===== src/rtl/chip8_pkg.sv =====
// chip8_pkg: shared CHIP-8 scalar types, reset PC and fetch FSM states
package chip8_pkg;
  typedef logic [3:0]  u4;
  typedef logic [7:0]  u8;
  typedef logic [11:0] u12;
  typedef logic [15:0] u16;
  localparam u12 RESET_PC_DEFAULT = 12'h200;
  typedef enum logic [1:0] {S_HI, S_LO, S_CAP, S_HOLD} fetch_state_t;
endpackage


===== src/rtl/chip8_fetch.sv =====
// chip8_fetch: program counter and two-byte big-endian instruction fetch with valid/ready and redirects
module chip8_fetch
  import chip8_pkg::*;
#(
  parameter int                ADDR_W   = 12,
  parameter logic [ADDR_W-1:0] RESET_PC = ADDR_W'(RESET_PC_DEFAULT)
) (
  input  logic              clk,
  input  logic              rst,
  input  logic              fetch_en,
  output logic [ADDR_W-1:0] mem_addr,
  output logic              mem_rd,
  input  u8                 mem_rdata,
  output u16                instr,
  output logic [ADDR_W-1:0] instr_pc,
  output logic              instr_valid,
  input  logic              instr_ready,
  input  logic              pc_load,
  input  logic [ADDR_W-1:0] pc_load_addr,
  input  logic              pc_skip
);
  fetch_state_t      state;
  logic [ADDR_W-1:0] pc;
  u8                 hi;
  // The read strobe is decoded from the state so the byte lands in the very next state.
  always_comb begin
    mem_rd   = rst && (state == S_LO || (state == S_HI && fetch_en));
    mem_addr = mem_rd ? (state == S_LO ? pc + ADDR_W'(1) : pc) : '0;
  end
  always_ff @(posedge clk or negedge rst) begin
    if (!rst) begin
      state       <= S_HI;
      pc          <= RESET_PC;
      hi          <= '0;
      instr       <= '0;
      instr_pc    <= '0;
      instr_valid <= 1'b0;
    end else if (pc_load || pc_skip) begin
      pc          <= pc_load ? pc_load_addr : pc + ADDR_W'(2);
      instr_valid <= 1'b0;
      state       <= S_HI;
    end else begin
      case (state)
        S_HI:   state <= fetch_en ? S_LO : S_HI;
        S_LO: begin
          hi    <= mem_rdata;
          state <= S_CAP;
        end
        S_CAP: begin
          instr       <= {hi, mem_rdata};
          instr_pc    <= pc;
          pc          <= pc + ADDR_W'(2);
          instr_valid <= 1'b1;
          state       <= S_HOLD;
        end
        S_HOLD: if (instr_ready) begin
          instr_valid <= 1'b0;
          state       <= S_HI;
        end
      endcase
    end
  end
endmodule


===== config.mk =====
export PLATFORM = sky130hd
export DESIGN_NAME = chip8_fetch
export DESIGN_NICKNAME = d
export VERILOG_FILES = /design/src/rtl/chip8_pkg.sv /design/src/rtl/chip8_fetch.sv
export SDC_FILE = /design/constraint.sdc
export NUM_CORES = 1
export LEC_CHECK = 0
export ABC_CLOCK_PERIOD_IN_PS = 4500
export CAP_MARGIN = 20
export CORE_MARGIN = 8
export CORE_UTILIZATION = 52
export CTS_CLUSTER_SIZE = 20
export DETAILED_ROUTE_END_ITERATION = 10
export PLACE_DENSITY = 0.85
export SETUP_SLACK_MARGIN = 0.3
export SLEW_MARGIN = 5
export SYNTH_ARGS = -nofsm -noshare
export SYNTH_HDL_FRONTEND = slang
export SYNTH_SLANG_ARGS = --single-unit

===== constraint.sdc =====
create_clock -name clk -period 4.5 [get_ports clk]
set_input_delay 1.125 -clock clk [delete_from_list [all_inputs] [get_ports clk]]
set_output_delay 1.125 -clock clk [all_outputs]
set_load 0.01 [all_outputs]

==> results by group <==
Cells and area
  • Layout area overhead: 31.4%
  • Most common cell after layout, fill and taps aside: clkdlybuf4s50_1
  • Most frequent cells in the layout: clkdlybuf4s50_1 (66), dfrtp_1 (50), mux2_2 (37)
  • Fin nets: 318
  • Antenna diode count: 0
  • Ratio of cells with drive above 1 in the final layout: 20.3%
  • Final Util: 71.0%

Global routing
  • Global route overflow: 0
  • Largest net degree at the start of global routing: 52
  • Vias in the first global route: 1923
  • First-pass GRT wire length: 9.55 mm
  • GRT Util Overall: between 15 and 20%
  • Initial antenna violation count: 0

Worst setup path
  • Crit path capture type: primary output
  • Startpoint types: input pin
  • Reg2reg setup slack: 2.45 ns
  • R2R depth: 5
  • Worst Setup EP: mem_addr[7]
  • Crit path max fanout: 13
  • Top cell by count, worst path: clkdlybuf4s50_1
  • Critical path class: in -> out
  • CP startpoint: fetch_en
  • Crit-path cells: clkdlybuf4s50_1 -> a21o_1 -> nand2_1 -> a21oi_1 -> clkdlybuf4s50_1
  • RR Endpoint: instr_pc[8]
  • Max incr delay on CP: around 0.57 ns
  • Worst path arrival time: around 2.8 ns
  • Critical Path RT: 3.38 ns
  • Critical Path Slowest Stage Cell: clkdlybuf4s50_1
  • RR Startpoint: state[0]

STA
  • Tcrit/Tclk final: between 80% and 90%
  • Worst Clk Skew: 0.00319 ns
  • RSZ-0062 raised after global routing: false
  • Rel. slew slack: 57.9%
  • Worst slew pin tran: 0.631 ns
  • Final Hold Viols: 0
  • Total negative slack: 0 ns
  • Fin. max-slew vios: 0
  • Peak Freq: 257 MHz
  • Fin crit period: 3.90 ns
  • Final Setup Violations: 0

Floorplanning
  • Std-Cell Rows: 25
  • Top-level I/O count: 68
  • Initial Utilization: roughly 54%
  • Die Span Y: ~86 um
  • Die width: 86.1 um
  • Die ar.: 0.00741 mm^2
  • Core area: ~0.0047 mm^2

Flow run
  • Max cap viols: 0

Synth
  • Fraction of the yosys area taken by sequential cells: 50.0%
  • Avg Synthesized Cell Area: about 12 um^2
  • Net Count, Synth: around 250
  • Unique masters post-synth: 38
  • Mapped cell area: 0.00255 mm^2
  • Gate Count Post-Synth: 219
  • Yosys warns: 0
  • Yosys reg bits: 51

Route
  • Via density: 5.20
  • DRT Pass-1 Iters: 4
  • Routed len/inst: ~16 um
  • DR vias: 1837
  • DRC violations left: 0
  • Routed Antenna Nets: 0
  • WL final: 5.82 mm
  • DRT iter0 DRCs: 104

Power
  • PD cells: 335 mW/mm^2
  • Maximum vdd drop: 0.000237 V
  • Leakage power: 1.42 nW

Clock tree
  • Post-CTS Setup Bufs: 0
  • CTS resizes: 0
  • CTS max path bufs: 2
  • Number of CTS-inserted buffers: 5
  • Root cell of the clock tree: clkbuf_8
  • CTS Hold Buffers Added: 0
  • Clock Pin Slew Worst Setup and Hold Paths: about 0.090 ns
  • H-Tree Level Count: 2
  • CTS tree: built
  • CTS sink cnt: just over 50
  • Skew-Pair Late Insertion Delay: approximately 0.30 ns

Status
  • Status: finished clean

Placed design
  • Final GP Congestion: 0.867
  • DP HPWL: 4.38 mm
  • I/O Buffers: 67

Min path
  • Worst hold path class: reg -> reg
[where the power goes]
part	internal [W]	switching [W]	total [W]
Combinational	0.000161	0.000108	0.000269
Sequential	0.000526	0.0000563	0.000582
Clock	0.000126	0.000147	0.000273
[cell usage after synthesis (all sizes together)]
library cell | number | area share, %
a2111oi | 1 | 0.34
a21o | 1 | 0.29
a21oi | 8 | 1.6
and3 | 1 | 0.25
and4 | 1 | 0.34
buf | 8 | 2.4
clkbuf | 3 | 0.44
dfrtp | 50 | 49
dfstp | 1 | 1.0
ha | 7 | 3.4
inv | 5 | 0.74
mux2 | 37 | 16
mux2i | 4 | 1.6
nand2 | 16 | 2.4
nand2b | 1 | 0.25
nand3 | 4 | 1.3
nand4 | 4 | 1.8
nor2 | 13 | 1.9
nor2b | 1 | 0.25
nor3 | 12 | 2.7
nor3b | 2 | 1.0
nor4 | 1 | 0.25
o211ai | 2 | 0.59
o21ai | 14 | 2.7
o22ai | 2 | 0.49
o41ai | 1 | 0.34
or3 | 5 | 1.4
xnor2 | 8 | 2.7
xor2 | 6 | 2.1
[state kept, by name, summed over array words and instances, names as in the netlist]
| name | cells |
|---|---|
| pc | 12 |
| instr_pc | 12 |
| state | 2 |
| instr | 16 |
| hi | 8 |
| instr_valid | 1 |
[critical path: cells and delay by family]
kind	cells	cell delay, ns
AO/OA/AOI/OAI	2	0.34
AND/OR/NAND/NOR	1	0.25
buffers and inverters	2	1.05
[per-layer routing]
| layer | GRT usage (%) | part of all wire, % | up-vias |
|---|---|---|---|
| li1 | - | - | 900 |
| met1 | 19.9 | 44 | 885 |
| met2 | 27.6 | 50 | 48 |
| met3 | 3.63 | 4.9 | 4 |
| met4 | 4.62 | 0.84 | 0 |
| met5 | 0 | 0 | - |
[metrics by stage]
step           hold WS [ns]  power, W  worst slack, ns  cell area (um^2)  instances
2_1_floorplan         0.475  0.000708             1.62              2550        219
3_3_place_gp          0.482  0.000852            0.677              3260        345
3_5_place_dp          0.493  0.000864            0.597              3260        345
4_1_cts               0.516   0.00114            0.583              3350        353
5_1_grt               0.522   0.00118            0.484              3350        353
6_report              0.512   0.00112            0.602              3350        353
[cell families after synthesis]
logic type	Yosys count	synth area share [%]
mux	41	17.9
simple gates	61	13.9
buf+inv	16	3.58
flops	51	50.0
compound gates	29	6.37
xor+xnor	14	4.80
fa+ha+maj	7	3.43
[layout make-up]
| type | count | area (um^2) |
|---|---|---|
| timing repair buffer | 70 | 688 |
| clock buffer | 6 | 82.6 |
| clock inverter | 2 | 13.8 |
| sequential | 51 | 1280 |
| fill | 351 | 1370 |
| tap | 67 | 83.8 |
| multi-input combinational | 152 | 1190 |
| inverter | 5 | 18.8 |
[worst min-delay path by stage]
stage               slack [ns]     start         to  depth (start not counted)
floorplan                 0.47     hi[0]      hi[0]                          1
global placement          0.48     hi[6]  instr[14]                          1
detailed placement        0.49     hi[5]      hi[5]                          1
CTS                       0.52     hi[6]      hi[6]                          1
global route              0.52  instr[2]   instr[2]                          1
finish                    0.51     hi[4]  instr[12]                          1
No activity file was read; power rests on OpenSTA's default activity.
